<file path="src/rtl/keccak_pkg.sv">
// Shared Keccak constants: round count per lane width, controller state
// encoding and the index widths used by the round sequencer.
package keccak_pkg;

  localparam int unsigned ROUND_NR_W = 5;
  localparam int unsigned STAGE_NR_W = 3;

  typedef enum logic [1:0] {
    StIdle  = 2'd0,
    StRound = 2'd1,
    StDone  = 2'd2
  } ctrl_state_e;

  // Keccak-f[200] runs 18 rounds, Keccak-f[1600] runs 24.
  function automatic int unsigned rounds_f(input int unsigned w);
    return (w == 64) ? 24 : 18;
  endfunction

  // Only the two lane sizes with a matching round-constant table are legal.
  function automatic bit lane_width_ok(input int unsigned w);
    return (w == 8) || (w == 64);
  endfunction

endpackage

</file>
<file path="src/rtl/keccak_round_counter.sv">
// Nested stage/round counters for the iterative round datapath. The stage
// counter runs 0..LAT-1; each stage wrap strobes the state enable and
// advances the round index, which saturates at ROUNDS-1.
module keccak_round_counter
  import keccak_pkg::*;
#(
  parameter int unsigned LAT    = 1,
  parameter int unsigned ROUNDS = 24
) (
  input  logic                  clk,
  input  logic                  rst,
  input  logic                  clear,
  input  logic                  enable,
  output logic [ROUND_NR_W-1:0] round_nr,
  output logic [STAGE_NR_W-1:0] stage_nr,
  output logic                  state_en,
  output logic                  stage_last,
  output logic                  last_round
);

  logic [ROUND_NR_W-1:0] round_q, round_d;
  logic [STAGE_NR_W-1:0] stage_q, stage_d;

  assign stage_last = (stage_q == STAGE_NR_W'(LAT - 1));
  assign last_round = (round_q == ROUND_NR_W'(ROUNDS - 1));
  assign state_en   = enable & stage_last;
  assign round_nr   = round_q;
  assign stage_nr   = stage_q;

  // Next-state: clear wins, otherwise step the stage and carry into the round.
  always_comb begin
    round_d = round_q;
    stage_d = stage_q;
    if (clear) begin
      round_d = '0;
      stage_d = '0;
    end else if (enable) begin
      if (stage_last) begin
        stage_d = '0;
        // Round index holds at the final value so DONE can still present it.
        if (!last_round) begin
          round_d = round_q + 1'b1;
        end
      end else begin
        stage_d = stage_q + 1'b1;
      end
    end
  end

  // Counter registers with synchronous reset.
  always_ff @(posedge clk) begin
    if (rst) begin
      round_q <= '0;
      stage_q <= '0;
    end else begin
      round_q <= round_d;
      stage_q <= stage_d;
    end
  end

endmodule

</file>
<file path="src/rtl/keccak_round_controller.sv">
// Sequences one Keccak-f permutation: accepts a start, steps the round
// counters through ROUNDS rounds of LAT cycles each, then holds completion
// until the consumer acknowledges it.
module keccak_round_controller
  import keccak_pkg::*;
#(
  parameter int unsigned W   = 8,
  parameter int unsigned LAT = 1
) (
  input  logic                  ClkxCI,
  input  logic                  RstxRI,
  input  logic                  StartxSI,
  output logic                  ReadyxSO,
  output logic                  LoadxSO,
  output logic [ROUND_NR_W-1:0] RoundNrxDO,
  output logic [STAGE_NR_W-1:0] StageNrxDO,
  output logic                  StateEnxSO,
  output logic                  BusyxSO,
  output logic                  DonexSO,
  input  logic                  DoneAckxSI
);

  localparam int unsigned ROUNDS = rounds_f(W);

  if (!lane_width_ok(W)) begin : g_bad_lane
    $error("keccak_round_controller: W must be 8 or 64");
  end
  if ((LAT < 1) || (LAT > 7)) begin : g_bad_lat
    $error("keccak_round_controller: LAT must be within 1..7");
  end

  ctrl_state_e state_q, state_d;
  logic        cnt_clear;
  logic        cnt_en;
  logic        stage_last;
  logic        last_round;

  keccak_round_counter #(
    .LAT    (LAT),
    .ROUNDS (ROUNDS)
  ) u_round_counter (
    .clk        (ClkxCI),
    .rst        (RstxRI),
    .clear      (cnt_clear),
    .enable     (cnt_en),
    .round_nr   (RoundNrxDO),
    .stage_nr   (StageNrxDO),
    .state_en   (StateEnxSO),
    .stage_last (stage_last),
    .last_round (last_round)
  );

  // FSM next-state and decoded outputs; only LoadxSO sees an input directly.
  always_comb begin
    state_d   = state_q;
    ReadyxSO  = 1'b0;
    LoadxSO   = 1'b0;
    BusyxSO   = 1'b0;
    DonexSO   = 1'b0;
    cnt_clear = 1'b0;
    cnt_en    = 1'b0;
    unique case (state_q)
      StIdle: begin
        ReadyxSO = 1'b1;
        LoadxSO  = StartxSI;
        if (StartxSI) begin
          state_d   = StRound;
          cnt_clear = 1'b1;
        end
      end
      StRound: begin
        BusyxSO = 1'b1;
        cnt_en  = 1'b1;
        if (stage_last && last_round) begin
          state_d = StDone;
        end
      end
      StDone: begin
        DonexSO = 1'b1;
        // A start arriving with the ack is dropped: Ready is low here.
        if (DoneAckxSI) begin
          state_d   = StIdle;
          cnt_clear = 1'b1;
        end
      end
      default: state_d = StIdle;
    endcase
  end

  // State register with synchronous reset.
  always_ff @(posedge ClkxCI) begin
    if (RstxRI) begin
      state_q <= StIdle;
    end else begin
      state_q <= state_d;
    end
  end

endmodule

</file>
<file path="config.mk">
export PLATFORM = sky130hd
export DESIGN_NAME = keccak_round_controller
export DESIGN_NICKNAME = d
export VERILOG_FILES = /design/src/rtl/keccak_pkg.sv /design/src/rtl/keccak_round_counter.sv /design/src/rtl/keccak_round_controller.sv
export SDC_FILE = /design/constraint.sdc
export NUM_CORES = 1
export LEC_CHECK = 0
export ABC_AREA = 1
export BUFFER_PORTS_ARGS = -buffer_cell sky130_fd_sc_hd__buf_2
export CAP_MARGIN = 15
export CORE_AREA = 2 2 39 41
export CTS_CLUSTER_SIZE = 14
export DETAILED_ROUTE_END_ITERATION = 16
export DIE_AREA = 0 0 41 43
export PLACE_DENSITY = 0.81
export SYNTH_ARGS = -nofsm -noshare
export SYNTH_HDL_FRONTEND = slang
export SYNTH_HIERARCHICAL = 1
export SYNTH_SLANG_ARGS = --single-unit
export TNS_END_PERCENT = 1
</file>
<file path="constraint.sdc">
create_clock -name ClkxCI -period 1.63 [get_ports ClkxCI]
set_input_delay 0.326 -clock ClkxCI [delete_from_list [all_inputs] [get_ports ClkxCI]]
set_output_delay 0.326 -clock ClkxCI [all_outputs]
set_load 0.01 [all_outputs]
</file>
==> results of run 1 <==
stage by stage:
step	total power (W)	area, um^2	utilization, %	cells	worst slack (ns)
floorplan	0.000337	633	-	92	0.387
global route	0.000564	753	54.4	127	0.0107
detailed placement	0.000368	729	52.7	124	0.322
CTS	0.000539	752	54.3	127	0.0269
finish	0.000531	753	54.4	127	0.0832
global placement	0.000365	729	52.7	124	0.358
how the worst max path moves through the flow:
stage / cells after the start / slack [ns] / endpoint / startpoint
floorplan: 7 / 0.39 / state_q[1] / u_round_counter/round_nr[0]
global placement: 5 / 0.36 / StateEnxSO / u_round_counter/stage_nr[0]
detailed placement: 5 / 0.32 / StateEnxSO / u_round_counter/stage_nr[0]
CTS: 5 / 0.03 / StateEnxSO / u_round_counter/stage_nr[0]
global route: 5 / 0.01 / StateEnxSO / state_q[0]
finish: 5 / 0.08 / StateEnxSO / u_round_counter/stage_nr[0]
synth_stat cells:
library cell / n / share of area, %
sky130_fd_sc_hd__a21oi_2: 1 / 1.4
sky130_fd_sc_hd__nand4_1: 2 / 2.0
sky130_fd_sc_hd__nand3_1: 5 / 4.0
sky130_fd_sc_hd__nand3_4: 1 / 2.8
sky130_fd_sc_hd__nor2_1: 7 / 4.2
sky130_fd_sc_hd__o21ai_1: 1 / 0.79
sky130_fd_sc_hd__clkinv_2: 1 / 0.79
sky130_fd_sc_hd__a21oi_1: 6 / 4.7
sky130_fd_sc_hd__inv_1: 14 / 8.3
sky130_fd_sc_hd__a211oi_1: 1 / 1.2
sky130_fd_sc_hd__nand2_2: 2 / 2.0
sky130_fd_sc_hd__dfxtp_1: 10 / 32
sky130_fd_sc_hd__nor2_4: 2 / 3.6
sky130_fd_sc_hd__inv_2: 3 / 1.8
sky130_fd_sc_hd__nor2_2: 1 / 0.99
sky130_fd_sc_hd__nor2_8: 1 / 3.2
sky130_fd_sc_hd__ha_1: 4 / 7.9
sky130_fd_sc_hd__nand2_1: 29 / 17
sky130_fd_sc_hd__buf_6: 1 / 1.8
kinds of logic (layout without fill, tap and decap cells):
kind of cell	Yosys count	after routing	share of synthesized area, %
compound gates	9	9	8.10
flops	10	10	31.6
fa+ha+maj	4	4	7.91
simple gates	50	50	39.7
buf+inv	19	38	12.6
area by class of cell:
| type | instances | area, um^2 |
|---|---|---|
| fill | 150 | 631 |
| multi-input combinational | 63 | 353 |
| sequential | 10 | 201 |
| timing repair buffer | 17 | 87.6 |
| inverter | 18 | 68.8 |
| clock buffer | 3 | 22.5 |
| tap | 16 | 20.0 |
where the power goes:
group / switching (W) / total [W] / internal (W)
combinational: 0.0000620 / 0.000103 / 0.0000406
sequential: 0.00000685 / 0.000260 / 0.000253
clock: 0.0000834 / 0.000169 / 0.0000852
timing repair:
item / in CTS / in global routing
setup endpoints to repair: 0 / 1
buffers inserted: 0 / 0
resized for setup: 0 / 1
critical path, cell delays in order, from the launching register on:
cell                      delay [ns]
sky130_fd_sc_hd__dfxtp_2        0.35
sky130_fd_sc_hd__inv_1          0.06
sky130_fd_sc_hd__ha_1           0.24
sky130_fd_sc_hd__nand3_4        0.13
sky130_fd_sc_hd__inv_2          0.05
sky130_fd_sc_hd__buf_2          0.13
sequential cells by signal, indices dropped and copies added, names as in the netlist:
register and count:
state_q 2, u_round_counter/round_nr 5, u_round_counter/stage_nr 3
metal layers:
layer | wire length, um | GRT usage [%] | up-vias
met5 | 0 | 0 | -
met2 | 548 | 22.5 | 13
met1 | 509 | 18.8 | 272
met4 | 29 | 10.0 | 0
li1 | - | - | 324
met3 | 72 | 9.42 | 5
==> run summary, run 1 <==
The flow ran to the end, and the final reports show no timing, DRC or antenna violations. The instance count of the mapped netlist is 92. After detailed routing, the average wire length per cell comes to 9.13 um. Clock latency on the worst-skew pair, taken at its later pin, is 0.27 ns. The number of global-route vias before repair came out at ~470. The count of inserted antenna diode cells is 0. Across all layers, the routed design uses about 610 vias.

The growth of design area from synthesis to finish came out at 19.0%. The arrival time of data at the critical path endpoint is about 1.2 ns. The class of the tightest hold or removal check is primary input to flop. The largest net degree at the start of global routing is 10. The global placement routability congestion is roughly 0.67. The number of buffers on the longest clock path is 2. The die is around 43 um tall. Summed over all failing endpoints, the final setup total negative slack is 0 ns. In this run the critical register-to-register path is launched from state_q[1]. The share of synthesized area occupied by flip-flops and latches came out at a little under a third. For flop-to-flop paths, the worst setup slack is ~0.36 ns. The maximum frequency from static timing analysis is between 600 and 700 MHz. The post-route clock period utilization is ~95%. The final-report max-slew violation count is 0. The shortest clock period the worst path allows after layout is between 1.5 and 2 ns. The share of layout cells above drive strength 1 came out at between 20% and 30%.

The number of levels the H-tree was split into is 1. Leaving out fill and tap cells, the most frequent cell in the layout is sky130_fd_sc_hd__nand2_1. The reg-to-reg endpoint is u_round_counter/stage_nr[1]. The mapped netlist covers roughly 630 um^2. The total wire length is approximately 1200 um. Clock tree synthesis selected as its root buffer the cell sky130_fd_sc_hd__clkbuf_4.

Clock-pin slew was measured on the worst setup and hold paths at approximately 0.06 ns. The final global-route overflow total came out at 0. The number of hold buffers added after CTS was 0.

Power spread over the standard cell area amounts to about 700 nW/um^2. The synthesized design contains 10 register bits. The count of TritonRoute iterations in the first routing pass came out at 4. The total track usage came out at between 10% and 20%. The actual transition at the worst max-transition pin came out at approximately 0.29 ns. The library cells used most frequently in the layout, excluding fill and tap cells, are sky130_fd_sc_hd__nand2_1, sky130_fd_sc_hd__buf_2, sky130_fd_sc_hd__inv_1. The worst setup path is captured at an output pin.

The top-level port count is 17. TritonCTS built the clock tree. The floorplan step set the die width to a little over 40 um. The post-detailed-placement half-perimeter wirelength is 945 um. The worst hold slack is between 0.2 and 0.3 ns. The peak supply drop came out at between 0.3 and 0.4 mV. In the routed design, unresolved DRC markers number 0. The critical path is of the flop to output pin type.

The number of hold violations in the final report came to 0. The largest fanout on the critical path came out at 4. The number of maximum-capacitance constraint violations came out at 0. Measured in cells, the most critical reg-to-reg path has a length of 6.

After synthesis, the mean cell area works out to just under 7 um^2. The final setup violation count is 0. The net count reported at finish is 121. The worst hold path passes through 2 cells. For this block, the initial DRC count from the detailed router was 5.

The path with the worst hold slack has its endpoint at state_q[0]. The remaining antenna violation count after routing came out at 0. The placeable core region came out at ~1400 um^2. The relative slew slack is between 80% and 90%.

For this run, the number of Yosys warnings is 6. The floorplan step defined a die boundary enclosing between 1500 and 2000 um^2. The site row count came out at 14.

The via density per instance is roughly 4.8. The total CTS buffers is 3. The final setup skew is 0.00895 ns.

The number of different library cells used by synthesis comes to 19. The effective utilization at floorplan came out at 45.8%. In this run the most critical hold path is launched from RstxRI.

The required time of the critical path is around 1.3 ns. Setup repair after global routing left no endpoint under its margin. STA classifies the critical path startpoint as a flop. When the netlist entered floorplanning its net count stood at 100.

The number of port buffers is 16. The number of sinks driven by the clock tree came out at 10. The number of antenna violations at the first check in global routing came to 0. The leakage power total is between 0.3 and 0.4 nW. The first global-routing pass estimated ~1900 um of wire.
No activity file was read; power rests on OpenSTA's default activity.
==> run 2, diff against run 1 <==
--- a/config.mk
+++ b/config.mk
@@ -5,16 +5,14 @@
 export SDC_FILE = /design/constraint.sdc
 export NUM_CORES = 1
 export LEC_CHECK = 0
-export ABC_AREA = 1
-export BUFFER_PORTS_ARGS = -buffer_cell sky130_fd_sc_hd__buf_2
 export CAP_MARGIN = 15
 export CORE_AREA = 2 2 39 41
 export CTS_CLUSTER_SIZE = 14
 export DETAILED_ROUTE_END_ITERATION = 16
 export DIE_AREA = 0 0 41 43
-export PLACE_DENSITY = 0.81
+export DONT_BUFFER_PORTS = 1
+export PLACE_DENSITY = 0.62
 export SYNTH_ARGS = -nofsm -noshare
 export SYNTH_HDL_FRONTEND = slang
-export SYNTH_HIERARCHICAL = 1
 export SYNTH_SLANG_ARGS = --single-unit
 export TNS_END_PERCENT = 1
==> run 2 against run 1 <==
Compared with the run above:
- total power fell by 13%
- utilization down 11 points
- first-iteration DRC count grew 40%
- clock skew decreased by 0.0085 ns
- sequential share of layout area rose by 6.6 points
- clock-buffer cell count unchanged
- global-route usage is 2.8 points lower
- register-to-register slack worse by 0.20 ns
- die area unchanged
- clock power hardly changed
- design area fell by 20%
- worst setup slack improved by 0.031 ns
- critical path type unchanged
- critical endpoint unchanged
==> run summary, run 2 <==
The average cell area after synthesis is 8.42 um^2 (+22%). The leakage power total came out at 0.226 nW (-40%). The site row count was 14 (unchanged).

The critical path's largest stage delay is 0.32 ns (-0.03 ns). The summed negative setup slack over all endpoints is 0 ns (unchanged). In the post-synthesis netlist, the cell with the most instances is sky130_fd_sc_hd__dfxtp_1. The clock insertion delay at the later pin of the skew report is 0.26 ns (about the same).

The placeable core region is 1380 um^2 (unchanged). The largest individual stage delay along the critical path comes from the cell sky130_fd_sc_hd__dfxtp_1. The buffers inserted during post-CTS setup optimization came out at 0 (unchanged).

The final setup skew came out at 0.000484 ns (-0.00846 ns). The cell type with the largest total area after synthesis is sky130_fd_sc_hd__dfxtp_1. The top-level port count came out at 17 (unchanged). The number of port buffers came out at 0 (-16).

The instance count of the mapped netlist came out at 63 (-32%). The CTS tree is yes. The horizontal die dimension came out at 41 um (unchanged). The met2 global-route usage is 19.7% (-2.8 points). The total power density per cell area is 768 nW/um^2 (+9.0%). The effective utilization at floorplan is 38.3% (-7.4 points).

The number of flip-flops in the largest register came out at 5 (unchanged). Walking the worst path, the cells encountered are inv_1, ha_1, nand4bb_1, buf_4, inv_1. The number of antenna violations at the first check in global routing came out at 0 (unchanged).

The number of library cell types mapped by synthesis came out at 20 (+1). The launch point of the worst reg-to-reg path is u_round_counter.round_nr[0]. The multiplexer share of the synthesized area is 3.77% (+3.8 points). The count of inserted antenna diode cells came out at 0 (unchanged). The share of synthesized area occupied by flip-flops and latches was 37.7% (+6.1 points). The library cell used most frequently in the layout, excluding fill and tap cells, is sky130_fd_sc_hd__dfxtp_1. The post-cts gate resize count came out at 0 (unchanged).

The die area is 1760 um^2 (unchanged). The number of levels the H-tree was split into is 1 (unchanged). The post-route clock period utilization is 93.0% (-1.9 points). The number of synthesized register bits is 10 (unchanged). The final global-route overflow total is 0 (unchanged). The share of the core filled with cells came out at 43.4% (-11 points). STA classifies the critical path startpoint as a flop.

The cell sitting at the root of the clock tree is a sky130_fd_sc_hd__clkbuf_4. The reg-to-reg endpoint is u_round_counter.round_nr[2]. The number of hold violations in the final report is 0 (unchanged).

The post-synth design cell area came out at 531 um^2 (-16%). The number of synthesis warnings is 0 (-6). The relative slew slack is 81.6% (+1.0 points). Ranked by instance count, the synthesized netlist is headed by sky130_fd_sc_hd__dfxtp_1, sky130_fd_sc_hd__a21oi_1, sky130_fd_sc_hd__inv_1, sky130_fd_sc_hd__o21ai_0, sky130_fd_sc_hd__or3_1. The number of sinks driven by the clock tree came out at 10 (unchanged).

The post-detailed-placement half-perimeter wirelength is 732 um (-23%). The largest net degree at the start of global routing is 11 (+1). The final-report max-slew violation count came out at 0 (unchanged).

The shortest clock period the worst path allows after layout is 1.52 ns (-0.0309 ns). By instance count, the cell type seen most on the critical path is sky130_fd_sc_hd__inv_1. The number of maximum-capacitance constraint violations came out at 0 (unchanged). After global routing, the most crowded layer is met2.

The register-to-register setup slack is 0.16 ns (-0.20 ns). The post-synthesis simple-gate area fraction came to 25.5% (-14 points). The worst setup path is captured at an output pin.

The post-detailed-route wirelength per cell is 11.9 um (+30%). In this run the most critical hold path is launched from RstxRI. The worst hold path terminates at state_q[1]. The arrival time of data at the critical path endpoint was 1.19 ns (-0.03 ns). The detailed-route DRC error count is 0 (unchanged). The path class of the tightest hold or removal check is primary input to flop.

The count of TritonRoute iterations in the first routing pass came out at 2 (-2). The peak supply drop came to 0.522 mV (+48%). The remaining antenna violation count after routing came out at 0 (unchanged).

The global placement routability congestion came out at 0.604 (-10%). The depth of the worst register-to-register path is 4 (-2). The via density per instance came out at 5.44 (+12%). The actual transition at the worst max-transition pin is 0.275 ns (-0.0159 ns). The adder and majority gate portion of the synthesized area was 9.43% (+1.5 points). In the synthesized netlist the dominant register cell turns out to be sky130_fd_sc_hd__dfxtp_1. The number of buffers on the longest clock path is 2 (unchanged). The growth of design area from synthesis to finish came out at 13.2%.

The fraction of registers with async set/reset is 0% (unchanged). The vias after detailed routing is 462 (-25%). The hold buffer count at cts came out at 0 (unchanged). The number of global-route vias before repair came out at 413 (-11%). The final setup violation count came out at 0 (unchanged). The total CTS buffers is 3 (unchanged). The largest fanout on the critical path is 10 (+6). The synthesized net count came out at 71 (-29%). After synthesis, the cell types taking the most area are sky130_fd_sc_hd__dfxtp_1, sky130_fd_sc_hd__ha_1, sky130_fd_sc_hd__a21oi_1.

The share of layout cells above drive strength 1 came out at 13.0% (-17 points). The fraction of the mapped netlist area in compound gates came out at 16.7% (+8.6 points). By area, the combinational part of the netlist is dominated by simple AND/OR/NAND/NOR gates. The required time of the critical path came out at 1.30 ns (about the same). The met3 track demand over resource came to 8.38% (-1.0 points). The net count reported at finish came out at 79 (-35%). The total wire length came out at 1010 um (-13%). The hold-critical path depth is 1 (-1). The flow ran to the end, and the final reports show no timing, DRC or antenna violations.

In the layout the commonest cells are sky130_fd_sc_hd__dfxtp_1, sky130_fd_sc_hd__a21oi_1, sky130_fd_sc_hd__inv_1, sky130_fd_sc_hd__o21ai_0. The vertical die dimension came to 43 um (unchanged). The number of enable flip-flop cells after synthesis is 0 (unchanged). The first-pass GRT wire length came out at 1590 um (-14%). The proportion of netlist area held by the largest area contributor was 37.7% (+6.1 points). The maximum frequency from static timing analysis is 660 MHz (+2.0%). The fraction of synthesized cell area in xor and xnor cells was 0% (unchanged). The total track usage came out at 13.6% (-2.8 points).

The DRC marker count from the first detailed-route iteration is 7 (+2). The clock-pin slew reported for the worst setup and hold paths after clock tree synthesis is 0.06 ns (about the same). Setup repair after global routing left no endpoint under its margin. The global-route track usage on met1 came to 16.2% (-2.5 points).

The worst setup path is of the flop to output pin kind.
[run 2: cell types whose count changed in the layout (fill, tap and decap cells not counted), sizes merged, moves of 4 or more]
cell   delta
o21ai     +6
inv      -10
buf      -12
or3       +5
nand2    -30
nor2      -8
nand3     -4
[run 2: metrics by stage]
stage	std cells	instance area, um^2	total power, W	hold slack (ns)	worst slack (ns)
floorplan	63	531	0.000287	0.395	0.195
global placement	82	578	0.000297	0.399	0.223
detailed placement	82	578	0.000298	0.398	0.165
CTS	85	601	0.000466	0.119	0.103
global route	85	601	0.000480	0.107	0.0158
finish	85	601	0.000461	0.122	0.114
[run 2: per-layer routing]
metal	vias to the layer above	routed length (um)
li1	234	-
met1	207	471
met2	19	419
met3	2	106
met4	0	12
met5	-	0
[run 2: worst max path at each step]
stage,startpoint,endpoint,slack [ns]
final,u_round_counter.stage_nr[0],StateEnxSO,0.11
after global routing,u_round_counter.stage_nr[0],StateEnxSO,0.02
after CTS,u_round_counter.stage_nr[0],StateEnxSO,0.10
after detailed placement,u_round_counter.round_nr[0],u_round_counter.round_nr[2],0.16
after global placement,u_round_counter.round_nr[0],u_round_counter.round_nr[2],0.22
after floorplan,u_round_counter.round_nr[1],u_round_counter.round_nr[2],0.20
[run 2: power by group]
part / internal (W) / leakage [nW] / switching [W] / total [W]
Sequential: 0.000248 / 0.0810 / 0.00000688 / 0.000255
Combinational: 0.0000144 / 0.131 / 0.0000224 / 0.0000368
Clock: 0.0000854 / 0.0138 / 0.0000842 / 0.000170
[run 2: cells by family (layout without fill, tap and decap cells)]
family / after synthesis / count (layout)
buffers and inverters: 9 / 15
muxes: 2 / 2
AOI/OAI and AO/OA: 17 / 17
DFF: 10 / 10
and+or+nand+nor: 21 / 21
adders and majority gates: 4 / 4
[run 2: critical path: cells and delay by family (launching register included)]
family / cells / cell delay [ns]
adder cells (fa/ha/maj): 1 / 0.20
buffers and inverters: 3 / 0.28
flip-flops: 1 / 0.32
AND/OR/NAND/NOR: 1 / 0.11
[run 2: area by class of cell]
cell class                 count  area, um^2
clock buffer                   3        22.5
fill                         144         783
inverter                       7        26.3
multi-input combinational     44         294
sequential                    10         200
tap                           16        20.0
timing repair buffer           5        37.5
